===== src/rtl/crossbar_edge_counter.sv =====
// -----------------------------------------------------------------------------
// crossbar_edge_counter
//
// Purpose:
//   Monitors the registered outputs of the 8-channel crossbar. Each enabled
//   channel has a saturating edge counter and a sticky edge flag. The live
//   line levels are also exposed. Everything is read and written by the
//   picosoc CPU over the iomem bus. The block decodes its own address window,
//   which is selected by iomem_addr[31:24] == BASE_ADDR.
//
// Optional feature:
//   Define EDGE_COUNT_POLARITY_EN to add the POLARITY register at offset 11.
//   A POLARITY bit of 1 makes its channel count falling edges.
//   With the macro undefined, offset 11 reads 0, writes to it are ignored,
//   and only rising edges are counted.
//
// Ports:
//   clkIn        clock; all state updates on the rising edge
//   resetn       synchronous active-low reset
//   ch_in        monitored crossbar lines (already in the clkIn domain)
//   iomem_valid  bus request
//   iomem_ready  one-cycle acknowledge, 1 cycle after the request is seen
//   iomem_wstrb  byte write strobes, 0 = read
//   iomem_addr   byte address; [31:24] selects the window, [5:2] selects
//                the register
//   iomem_wdata  write data
//   iomem_rdata  read data, valid while iomem_ready is 1
//   any_flag     registered OR of all FLAGS bits (irq source)
//
// Register map (word offset = iomem_addr[5:2]):
//   0..7  CNTn      read counter, write with any strobe clears it
//   8     FLAGS     write-1-to-clear (byte 0)
//   9     ENABLE    read/write (byte 0)
//   10    LEVEL     read-only live ch_in
//   11    POLARITY  read/write (byte 0) when EDGE_COUNT_POLARITY_EN is defined
//   12-15 reserved, read 0
// -----------------------------------------------------------------------------
module crossbar_edge_counter #(
  parameter int          NUM_CH    = 8,
  parameter int          CNT_W     = 16,
  parameter logic [7:0]  BASE_ADDR = 8'h04
) (
  input  logic              clkIn,
  input  logic              resetn,
  input  logic [NUM_CH-1:0] ch_in,
  input  logic              iomem_valid,
  output logic              iomem_ready,
  input  logic [3:0]        iomem_wstrb,
  input  logic [31:0]       iomem_addr,
  input  logic [31:0]       iomem_wdata,
  output logic [31:0]       iomem_rdata,
  output logic              any_flag
);

  localparam logic [CNT_W-1:0] CNT_MAX = {CNT_W{1'b1}};

  // State
  logic [CNT_W-1:0]  cnt_q [NUM_CH];
  logic [CNT_W-1:0]  cnt_d [NUM_CH];
  logic [NUM_CH-1:0] flags_q, flags_d;
  logic [NUM_CH-1:0] enable_q, enable_d;
  logic [NUM_CH-1:0] prev_q, prev_d;
  logic              ready_q, ready_d;
  logic [31:0]       rdata_q, rdata_d;
  logic              any_flag_q, any_flag_d;
`ifdef EDGE_COUNT_POLARITY_EN
  logic [NUM_CH-1:0] polarity_q, polarity_d;
`endif

  // Bus decode
  logic              sel;
  logic              wr_en;
  logic              byte0_wr;
  logic [3:0]        offset;
  logic [31:0]       rd_mux;
  logic [NUM_CH-1:0] edge_det;

  // Address bits outside the decoded fields, and wdata bits above NUM_CH,
  // are intentionally ignored.
  logic unused_bits;
  assign unused_bits = &{1'b0, iomem_addr[23:6], iomem_addr[1:0], iomem_wdata};

  // The ~ready_q term makes a held request complete once, not every cycle.
  assign sel      = iomem_valid & ~ready_q & (iomem_addr[31:24] == BASE_ADDR);
  assign wr_en    = sel & (|iomem_wstrb);
  assign byte0_wr = wr_en & iomem_wstrb[0];
  assign offset   = iomem_addr[5:2];

  // Edge detection. prev_q tracks ch_in even while a channel is disabled.
  // This way, enabling a channel whose line is already high produces no edge.
  for (genvar gi = 0; gi < NUM_CH; gi++) begin : g_edge
`ifdef EDGE_COUNT_POLARITY_EN
    assign edge_det[gi] = enable_q[gi] &
                          (polarity_q[gi] ? (~ch_in[gi] &  prev_q[gi])
                                          : ( ch_in[gi] & ~prev_q[gi]));
`else
    assign edge_det[gi] = enable_q[gi] & ch_in[gi] & ~prev_q[gi];
`endif
  end

  // Read mux. Counter offsets at or above NUM_CH fall through to 0.
  always_comb begin
    rd_mux = 32'd0;
    for (int i = 0; i < NUM_CH; i++) begin
      if (offset == 4'(i)) begin
        rd_mux = 32'(cnt_q[i]);
      end
    end
    case (offset)
      4'd8:    rd_mux = 32'(flags_q);
      4'd9:    rd_mux = 32'(enable_q);
      4'd10:   rd_mux = 32'(ch_in);
`ifdef EDGE_COUNT_POLARITY_EN
      4'd11:   rd_mux = 32'(polarity_q);
`endif
      default: ;
    endcase
  end

  // Counters: a software clear beats a coincident edge, and an edge at
  // all-ones leaves the counter where it is.
  always_comb begin
    for (int i = 0; i < NUM_CH; i++) begin
      cnt_d[i] = cnt_q[i];
      if (wr_en && (offset == 4'(i))) begin
        cnt_d[i] = '0;
      end else if (edge_det[i] && (cnt_q[i] != CNT_MAX)) begin
        cnt_d[i] = cnt_q[i] + CNT_W'(1);
      end
    end
  end

  always_comb begin
    prev_d     = ch_in;
    ready_d    = sel;
    rdata_d    = sel ? rd_mux : rdata_q;
    any_flag_d = |flags_q;
    enable_d   = enable_q;
    if (byte0_wr && (offset == 4'd9)) begin
      enable_d = iomem_wdata[NUM_CH-1:0];
    end
    // The set is applied after the clear, so a new edge survives a W1C
    // that lands in the same cycle.
    flags_d = flags_q;
    if (byte0_wr && (offset == 4'd8)) begin
      flags_d = flags_q & ~iomem_wdata[NUM_CH-1:0];
    end
    flags_d = flags_d | edge_det;
`ifdef EDGE_COUNT_POLARITY_EN
    polarity_d = polarity_q;
    if (byte0_wr && (offset == 4'd11)) begin
      polarity_d = iomem_wdata[NUM_CH-1:0];
    end
`endif
  end

  always_ff @(posedge clkIn) begin
    if (!resetn) begin
      for (int i = 0; i < NUM_CH; i++) begin
        cnt_q[i] <= '0;
      end
      flags_q    <= '0;
      enable_q   <= '0;
      prev_q     <= '0;
      ready_q    <= 1'b0;
      rdata_q    <= 32'd0;
      any_flag_q <= 1'b0;
`ifdef EDGE_COUNT_POLARITY_EN
      polarity_q <= '0;
`endif
    end else begin
      for (int i = 0; i < NUM_CH; i++) begin
        cnt_q[i] <= cnt_d[i];
      end
      flags_q    <= flags_d;
      enable_q   <= enable_d;
      prev_q     <= prev_d;
      ready_q    <= ready_d;
      rdata_q    <= rdata_d;
      any_flag_q <= any_flag_d;
`ifdef EDGE_COUNT_POLARITY_EN
      polarity_q <= polarity_d;
`endif
    end
  end

  assign iomem_ready = ready_q;
  assign iomem_rdata = rdata_q;
  assign any_flag    = any_flag_q;

endmodule


===== config.mk =====
export PLATFORM = sky130hd
export DESIGN_NAME = crossbar_edge_counter
export DESIGN_NICKNAME = d
export VERILOG_FILES = /design/src/rtl/crossbar_edge_counter.sv
export SDC_FILE = /design/constraint.sdc
export NUM_CORES = 1
export LEC_CHECK = 0
export CAP_MARGIN = 15
export CORE_ASPECT_RATIO = 0.7
export CORE_MARGIN = 2
export CORE_UTILIZATION = 51
export DETAILED_ROUTE_END_ITERATION = 16
export PLACE_DENSITY = 0.83
export SETUP_SLACK_MARGIN = 0.4
export SYNTH_ARGS = -nofsm -noshare
export SYNTH_HDL_FRONTEND = slang
export SYNTH_SLANG_ARGS = --single-unit

===== constraint.sdc =====
create_clock -name clkIn -period 2.1 [get_ports clkIn]
set_input_delay 0.21 -clock clkIn [delete_from_list [all_inputs] [get_ports clkIn]]
set_output_delay 0.21 -clock clkIn [all_outputs]
set_load 0.02 [all_outputs]

==> impl_metrics.toml <==
[floorplanning]
start_util = 0.5158
die_w_um = 164.6
core.rowCount = 41
core_mm2 = 0.01785
chipHeight_um = 116.4
die_area_mm2 = 0.01916
pin_count = 113

[clock_tree]
clk_path_buf_depth = 2
cts_buffers = 17
cts_root_buf = "clkbuf_16"
cts_hold_buf = 0
clock_latency_ns = 0.45
cts_tree = "built"
numClockSinks = 170
cts_max_level = 4
clkTransAtPathRegs_ns = 0.08

[routing]
drcViolationCount = 0
firstDrtPassIters = 6
routed.top_layer = "met4"
routed_wirelength_um = 31640
wl_per_cell_um = 21.12
antenna_left = 0
vias = 9696
route.met3.wl_um = 3948
wl_met1_um = 13080
met2_length_um = 13430
drtIter0Drc = 1239
via_per_inst = 6.473

[power]
power.density_mw_per_mm2 = 583.8
power_leakage_nw = 4.078
ir_drop_mv = 0.5107

[sta]
setup_viol = 0
hold_viol = 0
slew_headroom = 0.5960
worstMarginPinSlew_ns = 0.6013
rsz0062_at_grt = "yes"
period_needed_ns = 2.089
slew_violations = 0
fin_skew_ns = 0.01616
fin_crit_sh = 0.9947
finalWorstSetupSlack_ns = 0.01118
max_freq_ghz = 0.4787

[global_routing]
grt_max_degree = 34
antenna_found_initial = 0
grt_pass1_wl_um = 44860
gr-usage-all-layers = 0.3018
globalRouteOverflowTotal = 0
first_global_vias = 8389

[cells_and_area]
final.fill_count = 1257
drive_gt1_frac = 0.2464
finalNonFillerCells = 1498
antenna_cells = 0
seqCellArea_mm2 = 0.003407
syn_to_final_growth_pct = 34.79
multiInputGateArea_mm2 = 0.006511
nNetsFinal = 1336
postLayoutCellArea_mm2 = 0.01241

[place]
hpwl_um = 20470
routabilityCongestion = 0.9541
portBuffers = 52
dp_slack_ns = -0.3960
dp.cells = 1450
place_area_mm2 = 0.01057

[yosys]
ys_dominant_reg_cell = "dfxtp_1"
synth.distinct_cells = 65
syn_area_per_cell_um2 = 8.148
ys_seq_area_frac = 0.3696
synth_cells = 1130
synthArstFlopShare = 0
synth_enable_flop_cells = 0
ys_warn_count = 0
synthesis.area_mm2 = 0.009208
synth_seq_cells = 170

[setup_path]
crit_chain = "or4b_4 -> or4_4 -> nor3_4 -> buf_6 -> mux2i_2 -> nor2b_1"
worstPathRequired_ns = 2.44
startpoint_type = "flop"
critical_path_class = "flop to flop"
reg2reg_slack_ns = 0.01
arrival_ns = 2.43
slowest_delay_ns = 0.52
crit_path_end_kind = "flop"
path_max_fanout = 5
slowest_stage = "or4b_4"

[worst_hold_path]
hold_path.class = "primary input to flop"

[job]
maxCapViolations = 0

[outcome]
outcome = "complete, no violations"
## what timing repair did
item / 4_1_cts / 5_1_grt
endpoints found under the hold margin: 0 / 0
resized for setup: 65 / 208
pin swaps: 30 / 16
setup endpoints to repair: 159 / 161
buffers inserted: 5 / 7
gates cloned: 2 / 2
## worst max-delay path: cells and delay by family, from the launching register on
family        cells  cell delay [ns]
mux               1             0.23
flops             1             0.33
simple gates      4             1.25
buf+inv           1             0.17
## layout by cell type (no fill, tap or decap), types with 7 or more instances in the layout
cell	netlist	final
and4_1	8	8
a21oi_1	73	53
nor2_2	0	8
mux2i_1	43	42
nand2b_1	11	11
a21boi_1	0	8
nor2b_1	28	28
conb_1	1	16
nand4_1	36	36
buf_6	1	17
buf_12	0	12
and3_1	19	19
a21oi_2	0	16
xnor2_1	62	62
o21ai_2	2	8
nor2_4	0	70
nor2_1	153	75
a211oi_1	16	11
o22ai_1	27	27
o2111ai_1	8	8
nand3_1	56	47
nand2_1	67	65
nor4_1	22	19
buf_4	16	70
nor3_1	51	42
and2_1	11	11
ha_1	8	7
or3_1	10	8
o21ai_0	36	26
clkdlybuf4s50_1	0	48
nand3b_1	8	8
xor2_1	35	35
inv_1	16	16
dfxtp_1	170	167
clkbuf_16	0	18
## registers in the layout (all words and copies together), names as in the netlist
| name | flops |
|---|---|
| flags_q | 8 |
| enable_q | 8 |
| any_flag | 1 |
| cnt_q | 128 |
| iomem_ready | 1 |
| prev_q | 8 |
| iomem_rdata | 16 |
## routing by layer
layer | track usage | up-vias
met1 | 0.4468 | 4560
met3 | 0.07067 | 137
li1 | - | 4272
met2 | 0.4340 | 727
met4 | 0.09275 | 0
met5 | 0 | -
## final timing paths
path              startpoint         endpoint  cells after the start
max              iomem_ready      enable_q[2]                      6
min reg2reg  iomem_rdata[13]  iomem_rdata[13]                      2
max reg2reg      iomem_ready      enable_q[2]                      6
min                   resetn       flags_q[2]                      2
## cell type report
| cell class | count | share of cell area |
|---|---|---|
| flip-flops and latches | 170 | 0.2745 |
| multi-input cells | 890 | 0.5246 |
| inverters | 17 | 0.005142 |
| clock buffers | 19 | 0.03488 |
| repair buffers | 153 | 0.1223 |
| well taps | 236 | 0.02379 |
| clock inverters | 13 | 0.01472 |
## report_power, final
part | leakage, nW | total (mW) | internal (mW) | switching [mW]
clock network | 0.298 | 3.38 | 1.91 | 1.47
logic | 2.41 | 0.629 | 0.241 | 0.388
registers | 1.37 | 3.23 | 3.23 | 0.00387
total | 4.08 | 7.25 | 5.38 | 1.87
## cells in the mapped netlist, drive strengths merged (9+ instances only)
cell type | n | area [µm²]
o31ai | 9 | 86.33
and3 | 19 | 118.9
inv | 16 | 60.06
xnor2 | 62 | 543.0
nor3 | 52 | 271.5
buf | 34 | 209.0
dfxtp | 170 | 3403
nor4 | 25 | 175.2
clkbuf | 34 | 127.6
a211oi | 16 | 120.1
o22ai | 27 | 168.9
nand3 | 56 | 280.3
nor2 | 153 | 574.3
nand4 | 36 | 225.2
a21oi | 73 | 365.4
nand2b | 11 | 68.82
nand2 | 67 | 251.5
and2 | 11 | 68.82
a21boi | 11 | 82.58
xor2 | 35 | 306.5
mux2i | 43 | 430.4
or3 | 10 | 62.56
nor2b | 28 | 175.2
o21ai | 42 | 217.7
## per-stage QoR
step	total power [mW]	utilization	hold WS [ns]	TNS [ns]
after floorplan	3.607	-	0.3317	-0.3748
after global placement	3.806	0.5920	0.4668	-27.20
after detailed placement	3.812	0.5920	0.4625	-31.48
after CTS	7.139	0.6440	0.1997	0
after global routing	7.360	0.6952	0.2383	-0.9418
final	7.246	0.6952	0.2352	0
## logic make-up (layout without fill, tap and decap cells)
logic type | count (synthesis) | in the layout | synth area share
mux | 47 | 47 | 0.05531
buf+inv | 85 | 202 | 0.04348
flops | 170 | 170 | 0.3696
other cells | 1 | 16 | 0.0004073
simple gates | 512 | 512 | 0.2865
xor+xnor | 97 | 97 | 0.09227
compound gates | 210 | 210 | 0.1416
fa+ha+maj | 8 | 8 | 0.01087
No activity file was read; power rests on OpenSTA's default activity.
